<file path="src/rtl/pwm_pkg.sv">
// pwm_pkg: shared encodings and helpers for the PWM carrier/compare generator.
//   count_mode_e : carrier counting mode (COUNT_STOP is the reserved code).
//   mask_mode_e  : which carrier events are masked from shadow reload.
//   pwm_cmp      : channel compare rule, active while counter < compare.
package pwm_pkg;

    typedef enum logic [1:0] {
        COUNT_UP     = 2'b00,
        COUNT_DOWN   = 2'b01,
        COUNT_UPDOWN = 2'b10,
        COUNT_STOP   = 2'b11
    } count_mode_e;

    typedef enum logic [1:0] {
        NO_MASK     = 2'b00,
        MIN_MASK    = 2'b01,
        MAX_MASK    = 2'b10,
        MINMAX_MASK = 2'b11
    } mask_mode_e;

    // Operands are widened to 32 bits by the caller, so counters up to 32 bits wide work.
    function automatic logic pwm_cmp(input logic [31:0] counter, input logic [31:0] cmp);
        return counter < cmp;
    endfunction

endpackage

</file>
<file path="src/rtl/pwm_compare_ch.sv">
// pwm_compare_ch: one compare channel.
//   clk, rst : clock, asynchronous active-high reset
//   load     : capture cmp_in into the compare shadow at this edge
//   en       : channel active; when low the output register clears
//   cmp_in   : compare request value
//   counter  : registered carrier value
//   pwm      : registered channel output, (counter < shadow), one cycle behind counter
module pwm_compare_ch
    import pwm_pkg::*;
#(
    parameter int CNT_W = 16
) (
    input  logic             clk,
    input  logic             rst,
    input  logic             load,
    input  logic             en,
    input  logic [CNT_W-1:0] cmp_in,
    input  logic [CNT_W-1:0] counter,
    output logic             pwm
);

    logic [CNT_W-1:0] cmp_q, cmp_d;
    logic             pwm_q, pwm_d;

    // The output uses the shadow in force during this cycle, before any reload.
    always_comb begin
        cmp_d = load ? cmp_in : cmp_q;
        pwm_d = en ? pwm_cmp(32'(counter), 32'(cmp_q)) : 1'b0;
    end

    always_ff @(posedge clk or posedge rst) begin
        if (rst) begin
            cmp_q <= '0;
            pwm_q <= 1'b0;
        end else begin
            cmp_q <= cmp_d;
            pwm_q <= pwm_d;
        end
    end

    assign pwm = pwm_q;

endmodule

</file>
<file path="src/rtl/pwm_carrier_gen.sv">
// pwm_carrier_gen: shadowed PWM carrier (up / down / up-down) with N_CH compare channels.
//   clk, rst    : clock, asynchronous active-high reset
//   en          : run enable; while low all shadows track their requests
//   count_mode  : carrier mode request (shadowed)
//   mask_mode   : reload event masking (live, not shadowed)
//   period      : period request (shadowed)
//   compare     : per-channel compare requests, channel i at [i*CNT_W +: CNT_W]
//   counter     : registered carrier value
//   dir_down    : high while the carrier counts down (direction state)
//   evt_min     : counter == 0 this cycle
//   evt_max     : counter == period shadow this cycle
//   load_strobe : shadows reload at the end of this cycle
//   pwm_out     : registered channel outputs
module pwm_carrier_gen
    import pwm_pkg::*;
#(
    parameter int CNT_W = 16,
    parameter int N_CH  = 3
) (
    input  logic                  clk,
    input  logic                  rst,
    input  logic                  en,
    input  logic [1:0]            count_mode,
    input  logic [1:0]            mask_mode,
    input  logic [CNT_W-1:0]      period,
    input  logic [N_CH*CNT_W-1:0] compare,
    output logic [CNT_W-1:0]      counter,
    output logic                  dir_down,
    output logic                  evt_min,
    output logic                  evt_max,
    output logic                  load_strobe,
    output logic [N_CH-1:0]       pwm_out
);

    localparam logic [CNT_W-1:0] ONE = CNT_W'(1);

    logic [CNT_W-1:0] cnt_q, cnt_d;
    logic             dir_q, dir_d;
    logic [CNT_W-1:0] per_q, per_d;
    count_mode_e      mode_q, mode_d;

    logic run_c, evt_min_c, evt_max_c, load_c, shadow_load_c;

    // Event decode and reload qualification.
    always_comb begin
        run_c     = en && !rst && (mode_q != COUNT_STOP);
        evt_min_c = run_c && (cnt_q == '0);
        evt_max_c = run_c && (cnt_q == per_q);
        case (mask_mode_e'(mask_mode))
            NO_MASK:  load_c = evt_min_c || evt_max_c;
            MIN_MASK: load_c = evt_max_c;
            MAX_MASK: load_c = evt_min_c;
            default:  load_c = 1'b0;
        endcase
        // Shadows are transparent while disabled.
        shadow_load_c = !en || load_c;
        per_d  = shadow_load_c ? period : per_q;
        mode_d = shadow_load_c ? count_mode_e'(count_mode) : mode_q;
    end

    // Carrier next state, computed from the shadows as they will be after this edge.
    always_comb begin
        cnt_d = cnt_q;
        dir_d = dir_q;
        if (!en) begin
            cnt_d = (mode_d == COUNT_DOWN) ? per_d : '0;
            dir_d = (mode_d == COUNT_DOWN);
        end else if (mode_q != COUNT_STOP) begin
            case (mode_d)
                COUNT_UP: begin
                    dir_d = 1'b0;
                    cnt_d = (cnt_q >= per_d) ? '0 : cnt_q + ONE;
                end
                COUNT_DOWN: begin
                    dir_d = 1'b1;
                    cnt_d = ((cnt_q == '0) || (cnt_q > per_d)) ? per_d : cnt_q - ONE;
                end
                COUNT_UPDOWN: begin
                    // At zero the carrier always turns upward, whatever the stored direction.
                    if ((cnt_q == '0) || !dir_q) begin
                        if (cnt_q >= per_d) begin
                            if (per_d == '0) begin
                                cnt_d = '0;
                                dir_d = 1'b0;
                            end else begin
                                cnt_d = per_d - ONE;
                                dir_d = 1'b1;
                            end
                        end else begin
                            cnt_d = cnt_q + ONE;
                            dir_d = 1'b0;
                        end
                    end else if (cnt_q > per_d) begin
                        cnt_d = per_d;
                    end else if (cnt_q == ONE) begin
                        cnt_d = '0;
                        dir_d = 1'b0;
                    end else begin
                        cnt_d = cnt_q - ONE;
                    end
                end
                default: begin
                    // Entering the reserved mode: hold counter and direction.
                end
            endcase
        end
    end

    always_ff @(posedge clk or posedge rst) begin
        if (rst) begin
            cnt_q  <= '0;
            dir_q  <= 1'b0;
            per_q  <= '0;
            mode_q <= COUNT_UP;
        end else begin
            cnt_q  <= cnt_d;
            dir_q  <= dir_d;
            per_q  <= per_d;
            mode_q <= mode_d;
        end
    end

    for (genvar g = 0; g < N_CH; g++) begin : g_ch
        pwm_compare_ch #(.CNT_W(CNT_W)) u_ch (
            .clk     (clk),
            .rst     (rst),
            .load    (shadow_load_c),
            .en      (run_c),
            .cmp_in  (compare[g*CNT_W +: CNT_W]),
            .counter (cnt_q),
            .pwm     (pwm_out[g])
        );
    end

    assign counter     = cnt_q;
    assign dir_down    = dir_q;
    assign evt_min     = evt_min_c;
    assign evt_max     = evt_max_c;
    assign load_strobe = load_c;

endmodule
</file>
<file path="config.mk">
export PLATFORM = sky130hd
export DESIGN_NAME = pwm_carrier_gen
export DESIGN_NICKNAME = d
export VERILOG_FILES = /design/src/rtl/pwm_pkg.sv /design/src/rtl/pwm_compare_ch.sv /design/src/rtl/pwm_carrier_gen.sv
export SDC_FILE = /design/constraint.sdc
export NUM_CORES = 1
export LEC_CHECK = 0
export BUFFER_PORTS_ARGS = -buffer_cell sky130_fd_sc_hd__clkbuf_2
export CAP_MARGIN = 25
export CORE_MARGIN = 5
export CORE_UTILIZATION = 45
export CTS_CLUSTER_SIZE = 12
export DETAILED_ROUTE_END_ITERATION = 10
export MAX_ROUTING_LAYER = met4
export SLEW_MARGIN = 20
export SYNTH_ARGS = -nofsm -noshare
export SYNTH_HDL_FRONTEND = slang
export SYNTH_SLANG_ARGS = --single-unit
</file>
<file path="constraint.sdc">
create_clock -name clk -period 7.7 [get_ports clk]
set_input_delay 0.77 -clock clk [delete_from_list [all_inputs] [get_ports clk]]
set_output_delay 0.77 -clock clk [all_outputs]
set_load 0.01 [all_outputs]
</file>
==> results.py <==
metrics = {
    "status": {
        "outcome": "finished, final reports clean",
    },
    "floorplanning": {
        "start_util_pct": 45.6,
        "die_x_um": 139,
        "ios": 94,
        "die_h_um": 139,
        "die_area_um2": 19400,
        "core_um2": 16500,
        "rows": 47,
    },
    "sta": {
        "layout_worst_path_cycle_share_pct": 83.9,
        "worst_slack_ps": 1240,
        "slew_violations": 0,
        "holdWs_ps": 381,
        "relSlewSlack_pct": 29.6,
        "setup_viol": 0,
        "hold_violations": 0,
        "tightest_slew_ps": 1030,
        "rsz0062_at_grt": "no",
        "skew_ps": 7.62,
        "fmax_ghz": 0.155,
        "final.setup.tns_ps": 0,
        "finalCriticalPeriod_ps": 6460,
    },
    "critical_path": {
        "required_ps": 8000,
        "path_delay_family": "simple AND/OR/NAND/NOR gates",
        "path_buf_inv": 1,
        "worst_setup_path_start_kind": "flop",
        "critPathCaptureType": "flop",
        "cp_cell_sequence": "or4_4 -> or4_4 -> or4_1 -> o211a_4 -> buf_4 -> mux2i_1 -> ha_1 -> nand3_1 -> o21bai_1 -> a311oi_1 -> o21bai_1 -> nand2_1 -> mux2_2 -> o31ai_1 -> a31o_1",
        "critPathKind": "reg -> reg",
        "cp.arrival_ps": 6760,
        "worst-path-max-fanout": 43,
        "cp_slowest_cell": "a311oi_1",
        "slowest_delay_ps": 830,
    },
    "yosys": {
        "avgSynthCellArea_um2": 9.01,
        "synth_area_um2": 7530,
        "synth_top_area_cell": "dfrtp_1",
        "synth_top_area_share_pct": 28.6,
        "yosysWarnings": 0,
        "synthCells": 836,
        "synth_cell_types": 70,
        "synth_nets": 976,
        "synthFlopType": "dfrtp_1",
        "synthTopCellsByArea": "dfrtp_1 (29%), ha_1 (11%), mux2_2 (7.8%), xor2_1 (4.0%), inv_1 (3.6%)",
        "ys_seq_elements": 86,
        "synth_edf_count": 0,
        "ys_seq_area_share_pct": 28.6,
        "synthArstFlopShare_pct": 100,
    },
    "clock_tree": {
        "cts.sinks": 86,
        "post_cts_resized": 0,
        "h-tree-depth": 3,
        "cts-root-buf": "clkbuf_16",
        "cts.clk_slew.worst_paths_ps": 70,
        "cts.path.max_buffers": 2,
        "numCtsBuffers": 9,
        "cts_tree": "yes",
        "insertion_delay_ps": 350,
        "cts_hold_buf": 0,
        "postCtsSetupRepairBufs": 0,
    },
    "detailed_routing": {
        "vias_per_cell": 5.96,
        "post_drt_wl_per_cell_um": 22.3,
        "firstDrtPassIters": 5,
        "vias": 6748,
        "wl_um": 25200,
        "drcViolationCount": 0,
        "final_antenna_net_count": 0,
        "drtIter0Drc": 580,
    },
    "global_route": {
        "globalRouteTotalUtil_pct": 26.3,
        "overflow": 0,
        "grt_pass1_vias": 6695,
        "grt_max_degree": 66,
        "antenna_found_initial": 0,
        "grt_pass1_wl_um": 38800,
    },
    "final_layout": {
        "nets": 1048,
        "fill_cells": 1587,
        "n_antenna_cell": 0,
        "drive_gt1_share_pct": 22.0,
        "syn_to_final_growth_pct": 12.7,
    },
    "pwr": {
        "leakage_nw": 4.11,
        "irDropWorstVdd_v": 0.000131,
        "p_per_area_nw_per_um2": 258,
    },
    "job": {
        "drv_cap": 0,
    },
    "placement": {
        "dp_slack_ps": 1370,
        "io_buffers": 93,
        "place_congestion": 0.981,
        "place.detailed.hpwl_um": 18600,
    },
    "hold_path": {
        "hp-class": "in -> async",
    },
}
## cell usage in the layout (no fill, tap or decap), types with 20 or more instances in the layout
master / n
ha_1: 69
a21o_1: 21
o21ai_0: 27
buf_4: 20
mux2_2: 52
xnor2_1: 29
nand2_1: 55
inv_1: 71
nor2_1: 39
dfrtp_1: 86
clkbuf_2: 94
nand3_1: 21
xor2_1: 34
a21oi_1: 29
## where the power goes
group | internal (mW) | leakage, nW | switching, mW | total [mW]
combinational | 0.436 | 2.93 | 0.689 | 1.12
clock | 0.234 | 0.142 | 0.213 | 0.447
sequential | 0.514 | 1.04 | 0.100 | 0.614
## routing by layer
layer | track usage (%) | vias to the layer above | part of all wire, %
li1 | - | 3190 | -
met1 | 34.6 | 3192 | 43
met2 | 40.1 | 302 | 45
met3 | 5.35 | 64 | 7.5
met4 | 10.1 | 0 | 3.9
met5 | - | - | 0
## final timing paths
kind                                        from                    end  slack, ps  cells past startpoint
min                                          rst               dir_down        380                      2
min reg2reg                g_ch[0].u_ch.cmp_q[2]  g_ch[0].u_ch.cmp_q[2]        500                      1
max in group asynchronous                    rst             counter[0]       6030                      3
max reg2reg                          counter[10]             counter[0]       1240                     15
max                                  counter[10]             counter[0]       1240                     15
min in group clk           g_ch[0].u_ch.cmp_q[2]  g_ch[0].u_ch.cmp_q[2]        500                      1
## worst reg2reg max path: stages (launching register included)
cell and delay, ps:
dfrtp_1 620, or4_4 650, or4_4 460, or4_1 540, o211a_4 400, buf_4 360
mux2i_1 380, ha_1 210, nand3_1 130, o21bai_1 180, a311oi_1 830, o21bai_1 420
nand2_1 480, mux2_2 390, o31ai_1 230, a31o_1 120
## kinds of logic after synthesis
group	after synthesis	share of synthesized area, %
compound gates	192	18.2
simple gates	222	15.3
buf+inv	126	7.08
xor+xnor	63	7.33
fa+ha+maj	69	11.5
mux	78	12.0
flops	86	28.6
## cells in the mapped netlist (14+ instances only)
master	count
nand3_1	21
mux2i_1	19
xor2_1	34
ha_1	69
nor2_1	40
dfrtp_1	86
clkbuf_1	35
nor3_1	19
a21oi_1	29
o21ai_0	27
nor4_1	14
a21o_1	21
nand2_1	55
inv_1	72
mux2_2	52
xnor2_1	29
## sequential cells by signal, summed over array words and instances, names as in the netlist
name	count
per_q	16
g_ch.u_ch.cmp_q	48
g_ch.u_ch.pwm	3
counter	16
mode_q	2
dir_down	1
## cell type report
type | instances | area (um^2) | share of cell area (%)
flip-flops and latches | 86 | 2150 | 25.4
clock buffers | 10 | 239 | 2.82
multi-input cells | 624 | 4860 | 57.3
repair buffers | 115 | 633 | 7.46
clock inverters | 6 | 53.8 | 0.634
inverters | 72 | 272 | 3.20
well taps | 220 | 275 | 3.24
## metrics by stage
step / instances / power (mW) / utilization, % / instance area (um^2)
after detailed placement: 1115 / 1.72 / 49.5 / 8180
after global routing: 1133 / 2.33 / 51.4 / 8490
after CTS: 1131 / 2.18 / 51.2 / 8470
final: 1133 / 2.19 / 51.4 / 8490
after floorplan: 836 / 1.36 / - / 7530
after global placement: 1115 / 1.72 / 49.5 / 8180
Power figures use the tool's default switching activity.
